`config.mk`:
```
export PLATFORM = sky130hd
export DESIGN_NAME = sram_arbiter
export DESIGN_NICKNAME = d
export VERILOG_FILES = /design/src/rtl/sram_arbiter.sv
export SDC_FILE = /design/constraint.sdc
export NUM_CORES = 1
export LEC_CHECK = 0
export ABC_AREA = 1
export BUFFER_PORTS_ARGS = -buffer_cell sky130_fd_sc_hd__buf_2
export CAP_MARGIN = 25
export CORE_MARGIN = 3
export CORE_UTILIZATION = 42
export DETAILED_ROUTE_END_ITERATION = 10
export PLACE_DENSITY = 0.85
export SLEW_MARGIN = 25
export SYNTH_ARGS = -nofsm -noshare
export SYNTH_HDL_FRONTEND = slang
export SYNTH_SLANG_ARGS = --single-unit
export TNS_END_PERCENT = 10
```
`constraint.sdc`:
```
create_clock -name clk -period 1.39 [get_ports clk]
set_input_delay 0.2085 -clock clk [delete_from_list [all_inputs] [get_ports clk]]
set_output_delay 0.2085 -clock clk [all_outputs]
set_load 0.1 [all_outputs]
```
`src/rtl/sram_arbiter.sv`:
```
// sram_arbiter
//   Two-requester round-robin front end for a single-port SRAM wrapper.
//   A request is accepted in IDLE, the SRAM strobes are held for
//   ACC_CYCLES cycles in ACCESS, and a one-cycle response is returned
//   to the granted requester in RESP.
//
// Ports
//   clk, rst_n                 clock, synchronous active-low reset
//   mN_req_valid/ready         request handshake (ready only in IDLE)
//   mN_req_addr/wdata/we/wmask request payload, latched on grant
//   mN_resp_valid              one-cycle completion pulse
//   mN_resp_rdata              read data of the requester's last read
//   io_sram_*                  strobes/address/data to the ram wrapper
module sram_arbiter #(
    parameter int ADDR_W     = 20,
    parameter int DATA_W     = 32,
    parameter int ACC_CYCLES = 2
) (
    input  logic                clk,
    input  logic                rst_n,

    input  logic                m0_req_valid,
    output logic                m0_req_ready,
    input  logic [ADDR_W-1:0]   m0_req_addr,
    input  logic [DATA_W-1:0]   m0_req_wdata,
    input  logic                m0_req_we,
    input  logic [DATA_W/8-1:0] m0_req_wmask,
    output logic                m0_resp_valid,
    output logic [DATA_W-1:0]   m0_resp_rdata,

    input  logic                m1_req_valid,
    output logic                m1_req_ready,
    input  logic [ADDR_W-1:0]   m1_req_addr,
    input  logic [DATA_W-1:0]   m1_req_wdata,
    input  logic                m1_req_we,
    input  logic [DATA_W/8-1:0] m1_req_wmask,
    output logic                m1_resp_valid,
    output logic [DATA_W-1:0]   m1_resp_rdata,

    output logic [ADDR_W-1:0]   io_sram_addr,
    output logic [DATA_W-1:0]   io_sram_din,
    input  logic [DATA_W-1:0]   io_sram_dout,
    output logic                io_sram_en,
    output logic                io_sram_re,
    output logic                io_sram_we,
    output logic [DATA_W/8-1:0] io_sram_wmask
);

    localparam int         MASK_W   = DATA_W / 8;
    localparam logic [3:0] ACC_LAST = 4'(ACC_CYCLES - 1);

    typedef enum logic [1:0] {IDLE, ACCESS, RESP} state_t;

    state_t              state;
    state_t              state_nxt;
    logic [3:0]          cnt;
    logic                last_grant;
    logic                owner;
    logic [ADDR_W-1:0]   addr_q;
    logic [DATA_W-1:0]   wdata_q;
    logic                we_q;
    logic [MASK_W-1:0]   wmask_q;
    logic [DATA_W-1:0]   rdata0_q;
    logic [DATA_W-1:0]   rdata1_q;
    logic                grant_any;
    logic                winner;

    // Round-robin pick: on contention the requester not granted last wins,
    // a lone requester wins regardless of history.
    always_comb begin
        grant_any = 1'b0;
        winner    = 1'b0;
        if (m0_req_valid && m1_req_valid) begin
            grant_any = 1'b1;
            winner    = ~last_grant;
        end else if (m0_req_valid) begin
            grant_any = 1'b1;
            winner    = 1'b0;
        end else if (m1_req_valid) begin
            grant_any = 1'b1;
            winner    = 1'b1;
        end
    end

    // Next state and ready; ready is gated by rst_n so nothing is granted
    // while reset is held.
    always_comb begin
        state_nxt    = state;
        m0_req_ready = 1'b0;
        m1_req_ready = 1'b0;
        case (state)
            IDLE: begin
                if (grant_any && rst_n) begin
                    state_nxt    = ACCESS;
                    m0_req_ready = ~winner;
                    m1_req_ready = winner;
                end
            end
            ACCESS: begin
                if (cnt == ACC_LAST) begin
                    state_nxt = RESP;
                end
            end
            RESP: begin
                state_nxt = IDLE;
            end
            default: begin
                state_nxt = IDLE;
            end
        endcase
    end

    // State, access counter, request latch and per-requester read data.
    // The counter saturates at the last access cycle rather than wrapping.
    always_ff @(posedge clk) begin
        if (!rst_n) begin
            state      <= IDLE;
            cnt        <= 4'd0;
            last_grant <= 1'b1;
            owner      <= 1'b0;
            addr_q     <= '0;
            wdata_q    <= '0;
            we_q       <= 1'b0;
            wmask_q    <= '0;
            rdata0_q   <= '0;
            rdata1_q   <= '0;
        end else begin
            state <= state_nxt;
            case (state)
                IDLE: begin
                    if (grant_any) begin
                        cnt        <= 4'd0;
                        last_grant <= winner;
                        owner      <= winner;
                        addr_q     <= winner ? m1_req_addr  : m0_req_addr;
                        wdata_q    <= winner ? m1_req_wdata : m0_req_wdata;
                        we_q       <= winner ? m1_req_we    : m0_req_we;
                        wmask_q    <= winner ? m1_req_wmask : m0_req_wmask;
                    end
                end
                ACCESS: begin
                    if (cnt == ACC_LAST) begin
                        if (!we_q) begin
                            if (owner) begin
                                rdata1_q <= io_sram_dout;
                            end else begin
                                rdata0_q <= io_sram_dout;
                            end
                        end
                    end else begin
                        cnt <= cnt + 4'd1;
                    end
                end
                default: begin
                end
            endcase
        end
    end

    assign io_sram_en    = (state == ACCESS);
    assign io_sram_re    = io_sram_en & ~we_q;
    assign io_sram_we    = io_sram_en & we_q;
    assign io_sram_wmask = io_sram_we ? wmask_q : '0;
    assign io_sram_addr  = addr_q;
    assign io_sram_din   = wdata_q;

    assign m0_resp_valid = (state == RESP) && !owner;
    assign m1_resp_valid = (state == RESP) && owner;
    assign m0_resp_rdata = rdata0_q;
    assign m1_resp_rdata = rdata1_q;

endmodule

```
**Yosys cells after proc, flatten, opt, wreduce, memory -nomap -nowiden**

Cells that the tools add are included.

- $add $sub $neg: 1
- Eq/ne operators: 7
- Multiplexer cells: 20
- Bitwise gates (word level): 6
- Reductions and logical operators: 12

Operator list:

| cell | number |
|---|---|
| 2-to-1 mux 32 bit | 1 |
| 2-to-1 mux 20 bit | 1 |
| 2-to-1 mux 4 bit | 4 |
| 2-to-1 mux 1 bit | 10 |
| case mux 4 bit (2 select lines) | 1 |
| AND reduction 4 bit | 2 |
| != test 2 bit (second input constant) | 3 |
| adder 4 x 1 -> 4 bit (second input constant) | 1 |
| equality test 4 x 1 -> 1 bit (second input constant) | 1 |
| logical AND 1 bit | 4 |
| 2-to-1 mux 2 bit | 2 |
| inverter 1 bit | 4 |
| case mux 2 bit (2 select lines) | 1 |
| AND reduction 2 bit | 2 |
| AND reduction 3 bit | 1 |
| bitwise AND 1 bit | 2 |
| equality test 2 x 1 -> 1 bit (second input constant) | 1 |
| equality test 2 bit (second input constant) | 1 |
| zero test 2 bit | 1 |
| != test 2 x 1 -> 1 bit (second input constant) | 1 |
| nonzero test 2 bit | 1 |
| zero test 1 bit | 1 |

- Bits in registers: 129
- Input bits: 150
- Logic and storage cells: 56

**Depth between registers and ports, before layout**

Gate-level depths: netlist of run 1.

- Word-level depth: 6
- Gate-level depth with buffers: 8

**Worst setup path before layout of run 1**

Ideal clock, no wire load.

- Path kind: register -> output
- Start: reg state[0]
- End: out io_sram_wmask[0]
- Arrival time: 3.838 ns
- Required time: 1.182 ns
- Slack: -2.656 ns
- Stages on the path, launching flop included: 7
- Buffers on the path: 0
- Path through: dfxtp_1 > inv_2 > nor2_8 > inv_1 > nor2_1 > inv_1 > nor2_1

- Longest elaborated chain between the ends: 3

Ends and longest elaborated chain:

| what | line | text |
|---|---|---|
| from (decl) | 54 | `state_t state;` |
| from (signal assigned) | 128 | `state <= state_nxt;` |
| equality test 2 x 1 -> 1 bit | 160 | `assign io_sram_en = (state == ACCESS);` |
| named net io_sram_en | 43 | `output logic io_sram_en,` |
| bitwise AND 1 bit | 162 | `assign io_sram_we = io_sram_en & we_q;` |
| named net io_sram_we | 45 | `output logic io_sram_we,` |
| 2-to-1 mux 4 bit | 163 | `assign io_sram_wmask = io_sram_we ? wmask_q : '0;` |
| to (decl) | 46 | `output logic [DATA_W/8-1:0] io_sram_wmask` |

The timed path passes the listed nets, and every way through them passes these cells.

**Final worst setup path of run 1**

- Start: reg we_q
- End: out io_sram_wmask[2]

- Longest elaborated chain between the ends: 2

Ends and longest elaborated chain:

| what | line | text |
|---|---|---|
| from (decl) | 61 | `logic we_q;` |
| from (signal assigned) | 137 | `we_q <= winner ? m1_req_we : m0_req_we;` |
| bitwise AND 1 bit | 162 |  |
| 2-to-1 mux 4 bit | 163 |  |

Every way passes these cells.

==> results of run 1 <==
==> layout by cell type (no fill, tap or decap), types with 3 or more instances in the layout <==
cell type,count
bufinv_16,3
nor2_1,195
clkinv_2,6
a21oi_2,43
clkbuf_4,59
o21ai_2,3
a21oi_1,17
o21ai_1,9
nand3_1,6
nor2_8,3
buf_6,6
clkinvlp_4,4
buf_12,22
nand2_2,30
inv_4,3
dfxtp_1,126
buf_2,154
inv_1,45
nor2_4,6
nor2_2,3
buf_4,69
clkbuf_16,26
nor3_4,3
nand2_1,230
diode_2,9
o21ai_0,46
buf_16,4
==> per-stage QoR <==
stage	utilization	worst slack (ps)	setup TNS (ps)
6_report	0.706	-448	-9640
5_1_grt	0.706	-539	-16200
4_1_cts	0.651	-443	-4060
2_1_floorplan	-	-1200	-17790
3_5_place_dp	0.578	-72.3	-609
3_3_place_gp	0.578	-51.0	-247
==> path summary, 6_finish.rpt <==
check	end
worst max-delay path	io_sram_wmask[2]
worst min register to register	last_grant$_SDFFE_PN1P_
worst min-delay path	io_sram_din[19]$_SDFFE_PN0P_
worst max register to register	io_sram_addr[5]$_SDFFE_PN0P_
==> cells by family (layout without fill, tap and decap cells) <==
kind of cell    count (synthesis)  count (layout)  synth area share
flops                         129             129             0.460
fa+ha+maj                       2               2           0.00446
other cells                     0               9                 0
compound gates                118             118             0.105
simple gates                  480             480             0.337
buf+inv                       100             406            0.0938
==> area by class of cell <==
type / instances / share of cell area
Antenna cell: 9 / 0.00249
Clock buffer: 19 / 0.0478
Clock inverter: 12 / 0.0158
Inverter: 50 / 0.0220
Multi-Input combinational cell: 600 / 0.314
Sequential cell: 129 / 0.286
Tap cell: 172 / 0.0238
Timing Repair Buffer: 325 / 0.288
==> critical path, stage by stage, from the launching register on <==
cell	delay [ps]
dfxtp_1	360
inv_1	130
nor2_4	150
clkinvlp_4	220
nor2_4	180
buf_12	180
==> state kept, by name, indices dropped and copies added (netlist names) <==
name,count
cnt,4
io_sram_din,32
m1_resp_rdata,32
owner,1
state,2
io_sram_addr,20
last_grant,1
we_q,1
wmask_q,4
m0_resp_rdata,32
==> power by group <==
part | leakage (nW) | internal [mW] | switching, mW
clock | 0.278 | 2.78 | 1.62
sequential | 1.06 | 4.01 | 0.183
combinational | 3.08 | 1.39 | 3.42
total | 4.42 | 8.19 | 5.23
==> metal layers <==
layer	part of all wire	global-route usage	vias up
li1	-	-	3153
met1	0.36	0.258	2978
met2	0.49	0.403	377
met3	0.10	0.0956	73
met4	0.047	0.106	0
met5	0	0	-
==> timing repair <==
action                     CTS  global route
resized for setup           75           145
gates cloned                 4            11
pin swaps                    4            15
buffers inserted             6             4
setup endpoints to repair  144           193
hold buffers                 0             0
==> run summary, run 1 <==
Yosys warnings: 0
Share of cells above drive strength 1: 0.402
Synth area leaders: dfxtp_1 46%, nand2_1 17%, nor2_1 14%
Drt wl/cell: 15.8 um
Hold crit path type: primary input to flop
Flops & latches, synth: 129
Nets@finish: 1,275
Final WS setup: -448 ps
FF-to-FF Start: state[1]$_SDFFE_PN0P_
Initial antenna violation count: 9
First-pass GRT wire length: 27,500 um
Hold-critical path depth: 3
DRC Markers: 0
Clk Latency, worst-skew pair: 420 ps
Crit Path Category: flop to primary output
Reg2reg path depth: 9
Clk buf depth: 2
CTS tree: done
Tot GR Track Use: 0.236
RSZ-0062 raised after global routing: yes
Top Ports: 277
Port-buffer cells: 276
Post-route ant nets: 0
Hold_sp: m1_req_wdata[19]
Most area-hungry cell type in the Yosys netlist: dfxtp_1
Slew @ Worst Pin: 498 ps
CTS HTree Levels: 4
Area of the multi-input gates: 0.00284 mm^2
Mean cell area of the mapped netlist: 6.77 um^2
First drt pass iteration count: 5
Post-DP HPWL: 12,100 um
Worst ir drop on vdd: 1.20 mV
Max-Cap Viols: 0
Chip width: 122 um
Worst Setup End Kind: primary output
Clock sinks: 129
Initial core utilization: 0.438
Leak: 4.42 nW
Drt first-iter violations: 527
Syn nets: 981
Die Area: 0.0148 mm^2
Fill count: 918
Post-Syn Instances: 829
Synth unique cells: 23
Critical Path Fanout Max: 4
Power, Total: 13.4 mW
Core area: 0.0128 mm^2
Worst EP required: 1180 ps
Final Hold Viols: 0
Largest net degree at the start of global routing: 65
Most common cell in the synthesized netlist: nand2_1
Ys flop type: dfxtp_1
Fin crit share: 1.32
Layout Cell Area excl Fill: 0.00905 mm^2
Failing checks: setup timing
Num rows: 41
Finish-stage setup viols: 79
Drt total wl: 20,800 um
Worst Setup SP: we_q$_SDFFE_PN0P_
Hold_ws: 17.5 ps
Die Ht: 122 um
Placed Area: 0.00742 mm^2
Max-slew headroom: 0.670
Max Slew Vio Count: 0
Sequential fraction of the synthesis area: 0.460
Dpl cells: 1,252
Post-synth EDFFs: 0
Post-route minimum period: 1840 ps
Clk_skew: 6.44 ps
Status: finished with violations
Routed via count: 6,581
Synth cell count leaders: 259 x nand2_1, 202 x nor2_1, 129 x dfxtp_1, 60 x a21oi_1, 57 x o21ai_0
Fmax: 0.544 GHz
Area Overhead vs Synth: 61.2%
Power per cell area: 1480 mW/mm^2
Post-Syn Area: 0.00561 mm^2
Sequential cell area: 0.00259 mm^2
Setup crit start kind: flop
Grt ovf: 0
CTS root buf: clkbuf_16
Vias in the first global route: 5,685
FF-to-FF setup slack: -250 ps
Non-Filler Instances: 1,316
Asr flop ratio synth: 0
Critical Path AT: 1630 ps
Area share of the largest cell type after synthesis: 0.460
Vias per std cell: 5.00
Final Wtd Congestion: 0.850
Clock slew at reported path FFs: 60 ps
Total CTS buffers: 17
Note: power is estimated with default switching activity, not from simulation.
==> run 2, diff against run 1 <==
--- a/config.mk
+++ b/config.mk
@@ -10,7 +10,9 @@
 export CAP_MARGIN = 25
 export CORE_MARGIN = 3
 export CORE_UTILIZATION = 42
+export CTS_CLUSTER_DIAMETER = 50
 export DETAILED_ROUTE_END_ITERATION = 10
+export GPL_TIMING_DRIVEN = 0
 export PLACE_DENSITY = 0.85
 export SLEW_MARGIN = 25
 export SYNTH_ARGS = -nofsm -noshare
==> run 2 against run 1 <==
Net effect: the flow still finishes with violations (setup timing); design area is 0.86% lower; clock power increased by 3%; sequential cell count did not move; utilization shrank 0.60 points; cell count rose by 2.9%; first-iteration DRC count fell by 10%; clock-buffer cell count grew 3; sequential power about the same; register-to-register slack worse by 70 ps; global-route usage is 4.2 points higher; sequential share of layout area rose by 0.33 points; die area is the same.
==> run summary, run 2 (synthesized netlist as in run 1, its figures left out) <==
Top delay family on crit path: buffers and inverters
Die Ht: 122 um (unchanged)
CP bufs+invs: 4 (+1)
Failing checks: setup timing
Port-buffer cells: 275 (-0.36%)
DRC Markers: 0 (unchanged)
Max-slew headroom: 0.627 (-0.0427)
Chip width: 122 um (unchanged)
Non-Filler Instances: 1,354 (+2.9%)
Post-route ant nets: 0 (unchanged)
Max Slew Vio Count: 0 (unchanged)
Vias per std cell: 5.00 (about the same)
First drt pass iteration count: 6 (+1)
Final Hold Viols: 0 (unchanged)
First-pass GRT wire length: 32,000 um (+16%)
Share of cells above drive strength 1: 0.354 (-0.0475)
Crit Path Category: flop to primary output
Hold_ws: 12.7 ps (-4.78 ps)
Top Ports: 277 (unchanged)
Hold crit path type: primary input to flop
Worst ir drop on vdd: 1.05 mV (-12%)
Drt total wl: 21,300 um (+2.6%)
Drt wl/cell: 15.7 um (-0.23%)
Routed via count: 6,767 (+2.8%)
Slew @ Worst Pin: 559 ps (+60.6 ps)
Fill count: 1,016 (+11%)
Leak: 4.48 nW (+1.5%)
Drt first-iter violations: 472 (-10%)
Fin crit share: 1.37 (+0.0473)
Grt ovf: 0 (unchanged)
Core area: 0.0128 mm^2 (unchanged)
Max-Cap Viols: 0 (unchanged)
CTS tree: done
Post-DP HPWL: 14,100 um (+16%)
Worst path cell trace: inv_4 > nor2_8 > inv_4 > nor2_4 > clkinvlp_4 > nor2_4 > buf_12
Worst Setup End Kind: primary output
Status: finished with violations
Worst Setup SP: state[0]$_SDFFE_PN0P_
CTS HTree Levels: 4 (unchanged)
Num rows: 41 (unchanged)
Clock sinks: 129 (unchanged)
Post-route minimum period: 1900 ps (+65.8 ps)
Worst EP required: 1180 ps (about the same)
Initial antenna violation count: 5 (-4)
Most frequent cells in the layout: 254 x nand2_1, 192 x nor2_1, 157 x buf_2, 129 x buf_4, 122 x dfxtp_1
Most common cell after layout, fill and taps aside: nand2_1
Clock slew at reported path FFs: 60 ps (about the same)
Power per cell area: 1470 mW/mm^2 (-0.73%)
Dpl cells: 1,276 (+1.9%)
Initial core utilization: 0.438 (unchanged)
RSZ-0062 raised after global routing: yes
Tot GR Track Use: 0.278 (+0.0415)
Slowest cell on crit path: dfxtp_4
Area Overhead vs Synth: 59.8%
Largest net degree at the start of global routing: 17 (-74%)
Critical Path AT: 1700 ps (+70 ps)
CTS root buf: clkbuf_16
Finish-stage setup viols: 132 (+67%)
Vias in the first global route: 6,554 (+15%)
Critical Path Fanout Max: 4 (unchanged)
FF-to-FF Start: state[1]$_SDFFE_PN0P_
Crit path largest cell delay: 360 ps (about the same)
Total CTS buffers: 17 (unchanged)
Clk buf depth: 2 (unchanged)
Setup crit start kind: flop
Die Area: 0.0148 mm^2 (unchanged)
Final core occ: 0.700 (-0.00605)
Nets@finish: 1,316 (+3.2%)
Setup TNS: -24,420 ps (-14,780 ps)
Fmax: 0.525 GHz (-3.5%)
Final WS setup: -514 ps (-65.8 ps)
Clk Latency, worst-skew pair: 430 ps (about the same)
Clk_skew: 9.06 ps (+2.62 ps)
Hold_sp: m1_req_wdata[18]
Final Wtd Congestion: 0.884 (+3.9%)
run 2: routing by layer:
| layer | wire length (um) | vias to the layer above | track usage |
|---|---|---|---|
| met5 | 0 | - | 0 |
| met4 | 774 | 0 | 0.149 |
| met3 | 1970 | 75 | 0.0933 |
| met2 | 11000 | 374 | 0.493 |
| met1 | 7580 | 3088 | 0.289 |
| li1 | - | 3230 | - |
run 2: final timing paths:
kind | slack (ps) | depth (start not counted) | end
max | -510 | 7 | io_sram_wmask[2]
min | 10 | 3 | io_sram_din[18]$_SDFFE_PN0P_
max reg2reg | -320 | 10 | io_sram_addr[19]$_SDFFE_PN0P_
min reg2reg | 480 | 2 | m1_resp_rdata[19]$_SDFFE_PN0P_
run 2: layout make-up:
class	instances	area [um^2]	area share
multi-input combinational	602	2740	0.305
antenna	5	12.5	0.00139
timing repair buffer	314	2240	0.250
sequential	129	2600	0.290
clock inverter	10	135	0.0151
tap	172	215	0.0240
inverter	50	205	0.0229
buffer	50	370	0.0413
clock buffer	22	454	0.0506
run 2: per-stage QoR:
stage | power (mW) | setup WS (ps) | area, um^2
CTS | 13.1 | -544 | 8790
global route | 13.7 | -575 | 8970
detailed placement | 8.15 | -432 | 7290
finish | 13.2 | -514 | 8970
floorplan | 7.35 | -1200 | 5700
global placement | 8.10 | -398 | 7290
run 2: tightest hold or removal path, cell delays in order:
cell     delay (ps)
buf_2            80
a21oi_1          50
nor2_1           70
run 2: what timing repair did:
action | CTS | global route
setup endpoints to repair | 239 | 142
buffers inserted | 16 | 9
endpoints found under the hold margin | 11 | 0
pin swaps | 15 | 12
hold buffers | 11 | 0
resized for setup | 195 | 43
gates cloned | 9 | 0
run 2: power breakdown:
group / leakage [nW] / switching, mW / internal [mW]
clock: 0.288 / 1.68 / 2.86
combinational: 3.14 / 3.28 / 1.18
sequential: 1.06 / 0.198 / 4.01
